File: src/rtl/regfile_wb_arbiter.sv
// Register-file writeback arbiter: round-robin ALU/LSU with low-priority debug,
// a single write-stage register, and an issue scoreboard of pending writes.
module regfile_wb_arbiter #(
  parameter int CNT_W  = 16,
  parameter bit DBG_EN = 1'b1
) (
  input  logic             i_clk,
  input  logic             i_rst_n,
  input  logic             i_issue_valid,
  input  logic [31:0]      i_IR,
  output logic             o_stall,
  input  logic             i_alu_valid,
  output logic             o_alu_ready,
  input  logic [4:0]       i_alu_rd,
  input  logic [31:0]      i_alu_data,
  input  logic             i_lsu_valid,
  output logic             o_lsu_ready,
  input  logic [4:0]       i_lsu_rd,
  input  logic [31:0]      i_lsu_data,
  input  logic             i_dbg_valid,
  output logic             o_dbg_ready,
  input  logic [4:0]       i_dbg_rd,
  input  logic [31:0]      i_dbg_data,
  output logic             o_wr_en,
  output logic [4:0]       o_wr_addr,
  output logic [31:0]      o_wr_data,
  output logic [31:0]      o_busy,
  output logic [CNT_W-1:0] o_wr_count
);

  typedef enum logic {SRC_ALU = 1'b0, SRC_LSU = 1'b1} src_e;

  src_e              rr_last;
  logic [31:0]       busy_q;
  logic [4:0]        rs1, rs2, rd;
  logic              ir_unused;
  logic              issue_go;
  logic              acc_alu, acc_lsu, acc_dbg, acc_any;
  logic [4:0]        sel_rd;
  logic [31:0]       sel_data;
  logic              sel_dbg;
  logic [31:0]       set_mask, clr_mask;
  logic              vld_p0;
  logic              dbg_p0;
  logic [4:0]        addr_p0;
  logic [31:0]       data_p0;
  logic [CNT_W-1:0]  cnt_q;

  assign rd  = i_IR[11:7];
  assign rs1 = i_IR[19:15];
  assign rs2 = i_IR[24:20];
  assign ir_unused = ^{i_IR[31:25], i_IR[14:12], i_IR[6:0]};

  // busy_q[0] is held at zero, so x0 operands never stall
  assign o_stall  = i_issue_valid && (busy_q[rs1] || busy_q[rs2] || busy_q[rd]);
  assign issue_go = i_issue_valid && !o_stall;

  assign o_alu_ready = i_alu_valid && (!i_lsu_valid || (rr_last == SRC_LSU));
  assign o_lsu_ready = i_lsu_valid && (!i_alu_valid || (rr_last == SRC_ALU));
  assign o_dbg_ready = DBG_EN && i_dbg_valid && !i_alu_valid && !i_lsu_valid;

  assign acc_alu = i_alu_valid && o_alu_ready;
  assign acc_lsu = i_lsu_valid && o_lsu_ready;
  assign acc_dbg = i_dbg_valid && o_dbg_ready;
  assign acc_any = acc_alu || acc_lsu || acc_dbg;

  always_comb begin
    sel_rd   = i_dbg_rd;
    sel_data = i_dbg_data;
    sel_dbg  = 1'b1;
    if (acc_alu) begin
      sel_rd   = i_alu_rd;
      sel_data = i_alu_data;
      sel_dbg  = 1'b0;
    end else if (acc_lsu) begin
      sel_rd   = i_lsu_rd;
      sel_data = i_lsu_data;
      sel_dbg  = 1'b0;
    end
  end

  // Stage p0: write-stage register feeding the register file
  always_ff @(posedge i_clk or negedge i_rst_n) begin
    if (!i_rst_n) begin
      vld_p0  <= 1'b0;
      dbg_p0  <= 1'b0;
      addr_p0 <= '0;
      data_p0 <= '0;
    end else begin
      vld_p0 <= acc_any && (sel_rd != 5'd0);
      if (acc_any) begin
        dbg_p0  <= sel_dbg;
        addr_p0 <= sel_rd;
        data_p0 <= sel_data;
      end
    end
  end

  assign o_wr_en   = vld_p0;
  assign o_wr_addr = addr_p0;
  assign o_wr_data = data_p0;

  // Debug writes bypass the scoreboard; a same-edge issue overrides the clear
  assign set_mask = (issue_go && (rd != 5'd0)) ? (32'd1 << rd) : 32'd0;
  assign clr_mask = (vld_p0 && !dbg_p0) ? (32'd1 << addr_p0) : 32'd0;

  always_ff @(posedge i_clk or negedge i_rst_n) begin
    if (!i_rst_n) begin
      busy_q  <= '0;
      rr_last <= SRC_LSU;
      cnt_q   <= '0;
    end else begin
      busy_q <= ((busy_q & ~clr_mask) | set_mask) & ~32'd1;
      if (acc_alu) rr_last <= SRC_ALU;
      else if (acc_lsu) rr_last <= SRC_LSU;
      if (vld_p0) cnt_q <= cnt_q + 1'b1;
    end
  end

  assign o_busy     = busy_q;
  assign o_wr_count = cnt_q;

endmodule
File: config.mk
export PLATFORM = sky130hd
export DESIGN_NAME = regfile_wb_arbiter
export DESIGN_NICKNAME = d
export VERILOG_FILES = /design/src/rtl/regfile_wb_arbiter.sv
export SDC_FILE = /design/constraint.sdc
export NUM_CORES = 1
export LEC_CHECK = 0
export ABC_AREA = 1
export CAP_MARGIN = 20
export CELL_PAD_IN_SITES_DETAIL_PLACEMENT = 1
export CELL_PAD_IN_SITES_GLOBAL_PLACEMENT = 2
export CORE_MARGIN = 5
export CORE_UTILIZATION = 24
export CTS_CLUSTER_DIAMETER = 200
export DETAILED_ROUTE_END_ITERATION = 8
export HOLD_SLACK_MARGIN = 0.15
export PLACE_DENSITY_LB_ADDON = 0.2
export REMOVE_ABC_BUFFERS = 1
export SYNTH_ARGS = -nofsm -noshare
export SYNTH_HDL_FRONTEND = slang
export SYNTH_SLANG_ARGS = --single-unit
File: constraint.sdc
create_clock -name i_clk -period 3.45 [get_ports i_clk]
set_input_delay 0.69 -clock i_clk [delete_from_list [all_inputs] [get_ports i_clk]]
set_output_delay 0.69 -clock i_clk [all_outputs]
set_load 0.02 [all_outputs]
==> metrics <==
PortBufs 220; Synth area leader dfrtp_1; Slew HR 55.0%; share of layout cells above drive strength 1 12.6%; Die Ht 164 um; Initial Utilization 24.4%; Peak VDD IR 0.246 mV; GRT Max-Usage Layer met2; Avg Inst Size Synth 7.16 um2; Hold Crit Class in -> async; Routed WL 24200 um; Seq/Total Area, Yosys 38.1%; FMAX 312 MHz; num ports 239; Final ANT Viol Nets 0; Placeable Area 23500 um2; vias in the first global route 6598; Synth Instances 799; Unique masters post-synth 40; Initial DRC Count 268; maxcap violations 0; switch share 41.1%; first-pass GRT wire length 38000 um; outcome finished, final reports clean; final instance area 8760 um2; routed len/inst 17.9 um; CTS tree built; CTS H-tree depth 3; final setup TNS 0 ps; area of the multi-input gates 3040 um2; fin cells 1356; Ys Warns 0; register bit total from synthesis 87; Antenna Cells 0; DP Cell Count 1340; Hold Slack 358 ps; Reg2Reg Capture Point o_wr_data[0]; CTS Hold Bufs 0; final core occ 37.3%; DRC Markers 0; met1 usage 21.6%; top cells by count, synth 208 x nand2_1, 127 x nor2_1, 86 x dfrtp_1; Clock Tree Root clkbuf_16; Worst Skew 6.26 ps; layout filler cell count 2921; Seq pwr share 34.9%; Worst setup SP type input pin; LEAKAGE 3.71 nW; RSZ-0062 raised after global routing false; CP required 2760 ps; post-CTS setup-driven buffer insertion count 0; Async SR Flop Fraction 100%; synthesized area 5720 um2; post-detail-place hpwl 19100 um; R2R setup slack 1490 ps; Post-synth EDFFs 0; power density cells 576 nW/um2; min cycle time layout 3210 ps; Worst-Margin Slew 673 ps; Slew Viols, Final 0; routing usage on met3 7.19%; grt total ovfl 0; total CTS buffers 9; Psw 2.08 mW; Setup violations, final 0; Area growth, synth to finish 53.1%; Rows 56; Place WS -201 ps; sequential cell area 2180 um2; GRT Total Usage 18.0%; Crit path arrival time 2520 ps; die area 27000 um2; Clock Sinks 87; top_reg_cell synth dfrtp_1; M2 GR Usage 30.9%; Yosys top cell area share 37.6%; vias 6251; initial antenna violation count 2; main area contributors after synthesis dfrtp_1 38%, nand2_1 14%, nor2_1 8.3%, nand3_1 6.8%, nand3_2 5.3%; most frequent cell after synthesis nand2_1; largest net degree at the start of global routing 54; clock latency on the worst-skew pair 350 ps; Final #Nets 1182; Via density 4.61; Max clock buf depth 2; Clk network pwr share 21.6%; Pwr Total 5.05 mW; Crit Reg-Reg Startpoint rr_last; R2R cell count 8; Reg clk slew, reported paths 70 ps; Pre-antenna DRT Iters 4; Area after DPL 8440 um2; combinational share of power 43.5%; Die Span X 164 um; Setup crit end kind primary output; worst setup margin 243 ps; WS Path Type in -> out; Final Cycle Share 93.0%; count of final hold-check violations 0; CP max FO 7; GP Congestion 0.776; Pint 2.97 mW
-- layout make-up --
| type | count | area share [%] |
|---|---|---|
| clock buffers | 10 | 2.73 |
| clock inverters | 6 | 0.957 |
| inverters | 51 | 2.24 |
| multi-input cells | 613 | 34.7 |
| flip-flops and latches | 87 | 24.9 |
| well taps | 319 | 4.56 |
| repair buffers | 270 | 29.9 |
-- metal layers --
layer	vias up	wire length, um	share of wire, %
met5	-	27	0.11
met4	4	184	0.76
met3	15	2180	9.0
met2	171	11400	47
met1	2959	10500	43
li1	3102	-	-
-- sequential cells by signal (all words and copies together) (netlist names) --
name and count:
o_wr_data 32, o_wr_count 16, rr_last 1, o_wr_en 1, dbg_p0 1, o_wr_addr 5, o_busy 31
-- worst max-delay path, cell delays in order --
cell	delay, ps
clkdlybuf4s50_1	450
buf_4	180
nor2_4	220
inv_2	60
nor2_1	120
nor2_2	40
nand3_1	70
nand3_1	80
nand2_1	70
nand2_1	60
nand2_2	120
o21ai_0	120
inv_1	80
clkbuf_2	170
-- timing repair --
action / CTS / global route
setup endpoints to repair: 1 / 1
resized for setup: 1 / 2
pin swaps: 0 / 0
endpoints found under the hold margin: 0 / 0
-- power groups by stage --
stage	Clock (mW)	Combinational, mW	Sequential, mW
floorplan	0	0.726	1.97
global placement	0	2.21	1.79
detailed placement	0	2.24	1.79
CTS	1.12	2.24	1.77
global route	1.17	2.41	1.83
finish	1.09	2.20	1.76
-- logic make-up (layout without fill, tap and decap cells) --
logic type	Yosys count	count (layout)	share of synthesized area, %
xor+xnor	14	14	2.14
other cells	1	1	0.0656
flops	87	87	38.1
buf+inv	99	337	8.73
simple gates	485	485	39.0
compound gates	112	112	11.8
fa+ha+maj	1	1	0.219
-- how the worst max path moves through the flow --
stage	start	endpoint	slack (ps)	depth (start not counted)
after floorplan	i_lsu_valid	o_wr_data[19]	550	8
after global placement	i_IR[7]	o_stall	-210	12
after detailed placement	i_IR[7]	o_stall	-200	14
after CTS	i_IR[7]	o_stall	50	14
after global routing	i_IR[7]	o_stall	60	14
final	i_IR[7]	o_stall	240	14
-- layout by cell type, fill, tap and decap left out, drive strengths merged, types with 2 or more instances in the layout --
| cell type | instances |
|---|---|
| a21oi | 3 |
| a31oi | 26 |
| buf | 51 |
| bufinv | 2 |
| clkbuf | 11 |
| clkdlybuf4s50 | 218 |
| clkinv | 5 |
| dfrtp | 86 |
| inv | 50 |
| nand2 | 214 |
| nand3 | 108 |
| nand4 | 9 |
| nor2 | 134 |
| nor3 | 9 |
| nor4 | 5 |
| o21ai | 63 |
| o221ai | 11 |
| o31ai | 7 |
| or2 | 6 |
| xnor2 | 6 |
| xor2 | 8 |
(Power assumes the default switching activity.)
